--- src/rtl/vga_scan_controller.sv ---
// VGA raster timing generator and pixel streamer, 640x480@60 by default.
// Ports: vga_clock/reset_n in; fb_x/fb_y read address out, fb_pixel in;
//   r,g,b, hsync, vsync, in_display, count_x, count_y, frame_start out.
module vga_scan_controller #(
   parameter int unsigned H_VISIBLE = 640,
   parameter int unsigned H_FRONT   = 16,
   parameter int unsigned H_SYNC    = 96,
   parameter int unsigned H_BACK    = 48,
   parameter int unsigned V_VISIBLE = 480,
   parameter int unsigned V_FRONT   = 10,
   parameter int unsigned V_SYNC    = 2,
   parameter int unsigned V_BACK    = 33,
   parameter logic        SYNC_POL  = 1'b0
) (
   input  logic       vga_clock,
   input  logic       reset_n,
   output logic [9:0] fb_x,
   output logic [9:0] fb_y,
   input  logic [2:0] fb_pixel,
   output logic       r,
   output logic       g,
   output logic       b,
   output logic       hsync,
   output logic       vsync,
   output logic       in_display,
   output logic [9:0] count_x,
   output logic [9:0] count_y,
   output logic       frame_start
);

   localparam logic [9:0] H_VIS = 10'(H_VISIBLE);
   localparam logic [9:0] H_SS  = 10'(H_VISIBLE + H_FRONT);
   localparam logic [9:0] H_SE  = 10'(H_VISIBLE + H_FRONT + H_SYNC);
   localparam logic [9:0] H_LAST =
      10'(H_VISIBLE + H_FRONT + H_SYNC + H_BACK - 1);

   localparam logic [9:0] V_VIS = 10'(V_VISIBLE);
   localparam logic [9:0] V_SS  = 10'(V_VISIBLE + V_FRONT);
   localparam logic [9:0] V_SE  = 10'(V_VISIBLE + V_FRONT + V_SYNC);
   localparam logic [9:0] V_LAST =
      10'(V_VISIBLE + V_FRONT + V_SYNC + V_BACK - 1);

   logic [9:0] h_cnt;
   logic [9:0] v_cnt;
   logic       h_last;
   logic       v_last;
   logic       vis;
   logic       hs_on;
   logic       vs_on;
   logic       origin;

   assign fb_x = h_cnt;
   assign fb_y = v_cnt;

   assign h_last = (h_cnt == H_LAST);
   assign v_last = (v_cnt == V_LAST);

   always_ff @(posedge vga_clock or negedge reset_n) begin
      if (!reset_n) begin
         h_cnt <= '0;
         v_cnt <= '0;
      end else begin
         if (h_last) begin
            h_cnt <= '0;
            v_cnt <= v_last ? 10'd0 : v_cnt + 10'd1;
         end else begin
            h_cnt <= h_cnt + 10'd1;
         end
      end
   end

   // Decode from the pre-edge counters so every output moves together.
   assign vis    = (h_cnt < H_VIS) && (v_cnt < V_VIS);
   assign hs_on  = (h_cnt >= H_SS) && (h_cnt < H_SE);
   assign vs_on  = (v_cnt >= V_SS) && (v_cnt < V_SE);
   assign origin = (h_cnt == 10'd0) && (v_cnt == 10'd0);

   always_ff @(posedge vga_clock or negedge reset_n) begin
      if (!reset_n) begin
         r           <= 1'b0;
         g           <= 1'b0;
         b           <= 1'b0;
         hsync       <= ~SYNC_POL;
         vsync       <= ~SYNC_POL;
         in_display  <= 1'b0;
         count_x     <= '0;
         count_y     <= '0;
         frame_start <= 1'b0;
      end else begin
         {r, g, b}   <= vis ? fb_pixel : 3'b000;
         hsync       <= hs_on ? SYNC_POL : ~SYNC_POL;
         vsync       <= vs_on ? SYNC_POL : ~SYNC_POL;
         in_display  <= vis;
         count_x     <= h_cnt;
         count_y     <= v_cnt;
         frame_start <= origin;
      end
   end

endmodule

--- config.mk ---
export PLATFORM = sky130hd
export DESIGN_NAME = vga_scan_controller
export DESIGN_NICKNAME = d
export VERILOG_FILES = /design/src/rtl/vga_scan_controller.sv
export SDC_FILE = /design/constraint.sdc
export NUM_CORES = 1
export LEC_CHECK = 0
export CORE_ASPECT_RATIO = 0.75
export CORE_MARGIN = 2
export CORE_UTILIZATION = 30
export CTS_CLUSTER_SIZE = 14
export DETAILED_ROUTE_END_ITERATION = 7
export GPL_TIMING_DRIVEN = 0
export PLACE_DENSITY = 0.6
export SETUP_SLACK_MARGIN = 0.15
export SYNTH_ARGS = -nofsm -noshare
export SYNTH_HDL_FRONTEND = slang
export SYNTH_SLANG_ARGS = --single-unit
--- constraint.sdc ---
create_clock -name vga_clock -period 2.6 [get_ports vga_clock]
set_clock_uncertainty 0.2 [all_clocks]
set_input_delay 0.65 -clock vga_clock [delete_from_list [all_inputs] [get_ports vga_clock]]
set_output_delay 0.65 -clock vga_clock [all_outputs]
set_load 0.1 [all_outputs]
== Word level (Yosys, flattened, before mapping) ==
Index checks and enable logic that the tools add are counted.
Word-level totals
  bits in registers: 47
  bits of input ports: 5
  logic and storage cells: 32
Cells by class
  $add $sub $neg: 2
  magnitude comparators: 6
  equality and inequality tests: 2
  multiplexer cells: 5
  reduce and logical (&&, ||, !) cells: 6
Operators by type and width (count)
  $add A10 B1 Y10 const B: 2
  $eq A10 B10 Y1 const B: 2
  $logic_not A10 Y1: 2
  $lt A10 B10 Y1 const B: 2
  $lt A10 B9 Y1 const B: 2
  $mux W10: 2
  $ge A10 B10 Y1 const B: 1
  $ge A10 B9 Y1 const B: 1
  $logic_and A1 B1 Y1: 4
  $mux W3: 1
  $mux W1: 2

== Logic depth before layout (Yosys ltp) ==
Gate-level depths: netlist of run 1.
  word-level depth: 3
  mapped depth: 7
  mapped depth without buffers: 6

== Worst setup path after synthesis of run 1 ==
No wires, ideal clock.
  path kind: reg-to-reg
  start point: register h_cnt[0] (netlist: fb_x[0])
  end point: register v_cnt[6] (netlist: fb_y[6])
  data arrival time: 2068 ps
  slack: 172 ps
  stages on the path, launching flop included: 7
  buffers on the path: 1
  period minus slack after synthesis: 2428 ps
  cell sequence: dfrtp_1 > ha_1 > and3_1 > and3_1 > buf_6 > nand4_1 > xnor2_1
Between the ends
  longest elaborated chain between the ends: 1
Ends and longest elaborated chain
  start: declaration: RTL line 43  | logic [9:0] h_cnt;
  start signal: assignment: RTL line 67  | h_cnt <= h_cnt + 10'd1;
  $eq A10 B10 Y1: RTL line 55  | assign h_last = (h_cnt == H_LAST);
  end signal: assignment: RTL line 65  | v_cnt <= v_last ? 10'd0 : v_cnt + 10'd1;
  end: declaration: RTL line 44  | logic [9:0] v_cnt;
Every way passes these cells.
A chain may end at the register's enable or synchronous reset.

== Worst setup path in the final report of run 1 ==
  start point: register h_cnt[4] (netlist: fb_x[4])
  end point: output port fb_x[4]
RTL lines
  end: declaration: RTL line 17  | output logic [9:0] fb_x,
No word-level cell between the ends.

==> impl_metrics.ini, run 1 <==
[status]
status = finished, final reports clean

[synth]
synth_xor_area_share_pct = 4.93
yosysSeqAreaShare_pct = 66.3
synth_flop_cell = dfrtp_1
synth_top_family_by_area = simple AND/OR/NAND/NOR gates
synthAdderAreaFrac_pct = 2.82
synth_compound_area_share_pct = 4.93
netlist_area_um2 = 1780
synthSimpleGateAreaFrac_pct = 17.9
avgSynthCellArea_um2 = 12.7
ys_types = 32
ys_seq_elements = 47
ys_warn_count = 0
syn-num-nets = 149
synthArstFlopShare_pct = 100
synth-edff-count = 0
muxShareOfSynthArea_pct = 0
netlist_instances = 140

[global_routing]
grt_usage_pct = 12.0
grt_max_degree = 26
grt_pass1_vias = 1202
antenna_found_initial = 0
overflow = 0
grt_pass1_wl_um = 6070

[worst_setup_path]
rr_worst_depth = 4
path_cells = dlygate4sd2_1
timing.reg2reg.setup_slack_ns = 0.62
crit_type = register to primary output
startpoint = fb_x[4]
crit_path_end_kind = primary output
cp-start-kind = register
crit_buf_inv = 1
cpMaxStageDelayCell = dlygate4sd2_1
rr_startpoint = fb_y[8]
cp.arrival_ns = 1.52
path_delay_family = buffers and inverters
cpPeakStageDelay_ns = 0.86
crit_fanout = 3
reg2reg_to = fb_y[3]
worstPathRequired_ns = 1.75

[finish]
design_area_um2 = 2490
drive_gt1_share_pct = 19.5
fin_nets = 208
final_common_cell = dfrtp_1
final_cell_mix = dfrtp_1, dlygate4sd2_1, clkdlybuf4s15_2, nand3_1, nand2_1
fin_cells = 278
n_antenna_cell = 0
fillers = 569
syn2layout_area_growth_pct = 39.9

[placed_design]
gp_congestion = 0.780
placed_cells = 270
port_buffers = 51
postPlaceCellArea_um2 = 2400
place_hpwl_um = 2490

[floorplan]
dieHeight_um = 70.6
initial_core_util_pct = 30.8
pin_count = 52
dieArea_um2 = 6560
fp-row-count = 24
core_area_um2 = 5770
fp.dieW_um = 92.9

[flow_run]
max-cap-violations = 0

[detailed_routing]
drcViolationCount = 0
wl_per_cell_um = 12.6
dr.pass1.iters = 4
viasPerCell = 4.44
via_count = 1233
ant_nets = 0
drt_iter0_markers = 101
routed_wl_um = 3500

[pwr]
clockPowerShare_pct = 36.9
power.switching_uw = 273
p_seq_share_pct = 59.4
p_leak_nw = 1.19
p_per_area_nw_per_um2 = 496
power_frac_comb_pct = 3.6
p_int_uw = 960
ir_drop_uv = 205
p_sw_share_pct = 22.1

[clock_tree]
post-cts-setup-buffer-count = 0
cts_buffers = 5
clock_latency_ns = 0.30
cts_max_path_buffers = 2
postCtsHoldBufs = 0
clock_sinks = 47
clk_pin_slew_worst_paths_ns = 0.08
cts-root-buf = clkbuf_8
cts_tree = built
h-tree-depth = 2

[sta]
worst_pin_slew_ns = 0.971
rsz0062_at_grt = false
finalHoldViolations = 0
slew_headroom_pct = 35.6
min_period_ns = 2.37
finalMaxSlewViolations = 0
setup_viol = 0
period_share_pct = 91.0
max_clock_freq_mhz = 423

[hold_path]
hold_path_class = primary input to async pin
## layout make-up
class / count / area [µm²] / area share [%]
clock inverters: 2 / 16.3 / 0.654
clock buffers: 6 / 82.6 / 3.32
multi-input cells: 85 / 543 / 21.8
repair buffers: 52 / 513 / 20.6
well taps: 78 / 97.6 / 3.93
inverters: 5 / 18.8 / 0.755
flip-flops and latches: 47 / 1180 / 47.4
plain buffers: 3 / 36.3 / 1.46
## how the worst max path moves through the flow
stage / end / slack [ns] / cells past startpoint
finish: fb_x[4] / 0.23 / 1
global route: fb_x[4] / 0.18 / 1
CTS: fb_y[3] / 0.003 / 1
detailed placement: fb_y[3] / 0.05 / 1
global placement: count_y[4] / -0.68 / 1
floorplan: fb_y[6] / 0.17 / 6
## per-layer routing
| layer | track usage (%) | vias up | routed length [µm] |
|---|---|---|---|
| met2 | 16.2 | 33 | 1430 |
| met1 | 17.7 | 585 | 1840 |
| li1 | - | 610 | - |
| met5 | 0 | - | 0 |
| met3 | 3.41 | 5 | 185 |
| met4 | 5.39 | 0 | 46 |
## power groups by stage
stage	logic [mW]	clock network (mW)	registers, mW
after floorplan	0.00149	0	0.766
after global placement	0.0452	0	0.748
after detailed placement	0.0478	0	0.748
after CTS	0.0464	0.479	0.733
after global routing	0.0493	0.509	0.733
final	0.0446	0.455	0.733
## flip-flops by register name, summed over array words and instances, names as in the netlist
signal / count
count_x: 10
r: 1
fb_x: 10
frame_start: 1
fb_y: 10
count_y: 10
g: 1
in_display: 1
vsync: 1
hsync: 1
b: 1
## synth_stat cells (2+ instances only)
cell type | n | area (µm²)
a21o_1 | 2 | 15.0
inv_1 | 5 | 18.8
ha_1 | 4 | 50.1
o21ai_0 | 6 | 30.0
xor2_1 | 3 | 26.3
nand3_1 | 11 | 55.1
and3_1 | 6 | 37.5
nor2_1 | 5 | 18.8
xnor2_1 | 7 | 61.3
dfrtp_1 | 45 | 1130
nand2b_1 | 3 | 18.8
nand4_1 | 5 | 31.3
nand2_1 | 8 | 30.0
nor3_1 | 2 | 10.0
dfstp_2 | 2 | 52.6
nor2b_1 | 2 | 12.5
and2_1 | 3 | 18.8
a21oi_1 | 3 | 15.0
nor4_1 | 5 | 31.3
## logic make-up after synthesis
family                     after synthesis
AOI/OAI and AO/OA                       15
DFF                                     47
xor gates and xnor gates                10
buffers and inverters                    8
adders and majority gates                4
and+or+nand+nor                         56
## what timing repair did
item	4_1_cts	5_1_grt
setup endpoints to repair	47	1
cloned	0	0
gates resized for setup	87	2
## per-stage QoR
step / setup slack [ns] / total power [mW] / util (%) / setup TNS [ns] / hold WS, ns
finish: 0.234 / 1.23 / 43.1 / 0 / 0.128
global route: 0.182 / 1.29 / 43.1 / 0 / 0.164
CTS: 0.00260 / 1.26 / 43.2 / 0 / 0.137
detailed placement: 0.0460 / 0.795 / 41.6 / 0 / 0.187
global placement: -0.679 / 0.793 / 41.4 / -30.83 / 0.183
floorplan: 0.172 / 0.767 / - / 0 / 0.154
Power figures use the tool's default switching activity.
==> run 2: changes to the inputs <==
--- a/config.mk
+++ b/config.mk
@@ -5,13 +5,14 @@
 export SDC_FILE = /design/constraint.sdc
 export NUM_CORES = 1
 export LEC_CHECK = 0
+export ABC_AREA = 1
 export CORE_ASPECT_RATIO = 0.75
 export CORE_MARGIN = 2
 export CORE_UTILIZATION = 30
 export CTS_CLUSTER_SIZE = 14
 export DETAILED_ROUTE_END_ITERATION = 7
 export GPL_TIMING_DRIVEN = 0
-export PLACE_DENSITY = 0.6
+export PLACE_DENSITY = 0.59
 export SETUP_SLACK_MARGIN = 0.15
 export SYNTH_ARGS = -nofsm -noshare
 export SYNTH_HDL_FRONTEND = slang
==> impl_metrics.ini, run 2 <==
[pwr]
ir_drop_uv = 185
design_power_total_mw = 1.26
p_leak_nw = 1.42
p_per_area_nw_per_um2 = 477

[sta]
max_clock_freq_mhz = 420
min_period_ns = 2.38
slew_headroom_pct = 36.0
hold_ws_ns = 0.127
worst_pin_slew_ns = 0.964
worst_slack_ns = 0.220
setup_viol = 0
period_share_pct = 91.5
rsz0062_at_grt = false
finalHoldViolations = 0
finalMaxSlewViolations = 0

[worst_setup_path]
timing.reg2reg.setup_slack_ns = 0.89
crit_path_end_kind = primary output
crit_buf_inv = 1
path_cells = dlygate4sd2_1
cpMaxStageDelayCell = dlygate4sd2_1
cp-start-kind = register
crit_type = register to primary output
cp.arrival_ns = 1.53
crit_fanout = 3
cpPeakStageDelay_ns = 0.86
crit_cells = 1
rr_worst_depth = 5
path_delay_family = buffers and inverters
worstPathRequired_ns = 1.75

[placed_design]
port_buffers = 51
pre_cts_ws_ns = 0.0312
place_hpwl_um = 3040
gp_congestion = 0.772

[detailed_routing]
viasPerCell = 4.40
routed_wl_um = 4180
drt_iter0_markers = 45
dr.pass1.iters = 4
via_count = 1491
ant_nets = 0
drcViolationCount = 0
wl_per_cell_um = 12.3

[synth]
ys_types = 25
syn-num-nets = 207
netlist_area_um2 = 1950
avgSynthCellArea_um2 = 9.84
synth_area_leaders = dfrtp_1, inv_1, nand2_1
synth-edff-count = 0
netlist.area_leader.share_pct = 57.8
netlist_instances = 198
ys_warn_count = 0
ys_seq_elements = 47
synth_flop_cell = dfrtp_1
synth_common_cells = dfrtp_1, inv_1, nand2_1
synth_top_cell_by_area = dfrtp_1
yosys.cell_count.top_type = dfrtp_1
yosysSeqAreaShare_pct = 60.5
synthArstFlopShare_pct = 100

[global_routing]
antenna_found_initial = 0
grt_usage_pct = 12.2
overflow = 0
grt_pass1_vias = 1429
grt_pass1_wl_um = 6840
grt_max_degree = 26

[clock_tree]
cts_tree = built
post-cts-setup-buffer-count = 0
cts_max_path_buffers = 2
h-tree-depth = 2
cts-root-buf = clkbuf_8
clock_sinks = 47
clock_latency_ns = 0.30
cts_buffers = 5
clk_pin_slew_worst_paths_ns = 0.09

[finish]
final_cell_mix = dfrtp_1, inv_1, nand2_1, dlygate4sd2_1, nor2_1
syn2layout_area_growth_pct = 35.5
drive_gt1_share_pct = 17.1
fin_nets = 266
n_antenna_cell = 0
fillers = 623
final_common_cell = dfrtp_1

[flow_run]
max-cap-violations = 0

[floorplan]
pin_count = 52
dieArea_um2 = 7160
core_area_um2 = 6290
initial_core_util_pct = 31.0
dieHeight_um = 73.8
fp-row-count = 25
fp.dieW_um = 97.1

[status]
status = finished, final reports clean

[hold_path]
hold_path_class = primary input to async pin
## run 2: cell count changes in the layout (fill, tap and decap cells not counted), sizes merged, moves of 6 or more
cell,before,now
and3,7,0
inv,5,35
nand3,11,17
nor2,5,25
nand2,8,33
## run 2: power by group
part	internal [mW]	leakage (nW)	total (mW)	switching [mW]
logic	0.0105	0.760	0.0455	0.0350
clock network	0.242	0.0505	0.480	0.238
registers	0.733	0.614	0.733	0.000354
## run 2: layer usage
layer | track usage [%] | part of all wire (%) | vias to the layer above
met4 | 4.69 | 1.1 | 0
met5 | 0 | 0 | -
met3 | 3.71 | 5.1 | 5
li1 | - | - | 740
met2 | 18.1 | 42 | 37
met1 | 16.7 | 51 | 709
## run 2: worst paths after layout
kind | startpoint | end
max in group asynchronous | reset_n | hsync
setup reg to reg | fb_x[1] | fb_y[8]
hold / removal | reset_n | count_x[8]
setup / recovery | fb_y[4] | fb_y[4]
hold reg to reg | fb_y[3] | count_y[3]
min in group vga_clock | fb_y[3] | count_y[3]
## run 2: area by class of cell
cell class	instances	area [µm²]	share of cell area, %
buffer	3	25.0	0.948
multi-input combinational	113	613	23.2
tap	81	101	3.84
inverter	35	131	4.98
sequential	47	1180	44.7
timing repair buffer	52	485	18.4
clock inverter	1	7.51	0.284
clock buffer	7	96.3	3.65
## run 2: cells by family (layout without fill, tap and decap cells)
group | Yosys count | count (layout) | share of synthesized area (%)
xor gates and xnor gates | 8 | 8 | 3.60
AOI/OAI and AO/OA | 11 | 11 | 3.08
buffers and inverters | 38 | 98 | 8.03
adders and majority gates | 4 | 4 | 2.57
and+or+nand+nor | 90 | 90 | 22.2
DFF | 47 | 47 | 60.5
## run 2: repair_timing
| action | CTS | global route |
|---|---|---|
| hold buffers | 0 | 0 |
| gates resized for setup | 81 | 6 |
| endpoints found under the setup margin | 47 | 5 |
## run 2: stage by stage
| step | util (%) | TNS [ns] | area [µm²] | instances |
|---|---|---|---|---|
| 2_1_floorplan | - | 0 | 1950 | 198 |
| 3_3_place_gp | 40.7 | -29.13 | 2560 | 330 |
| 3_5_place_dp | 41.0 | 0 | 2570 | 331 |
| 4_1_cts | 42.3 | 0 | 2660 | 339 |
| 5_1_grt | 42.0 | 0 | 2640 | 339 |
| 6_report | 42.0 | 0 | 2640 | 339 |
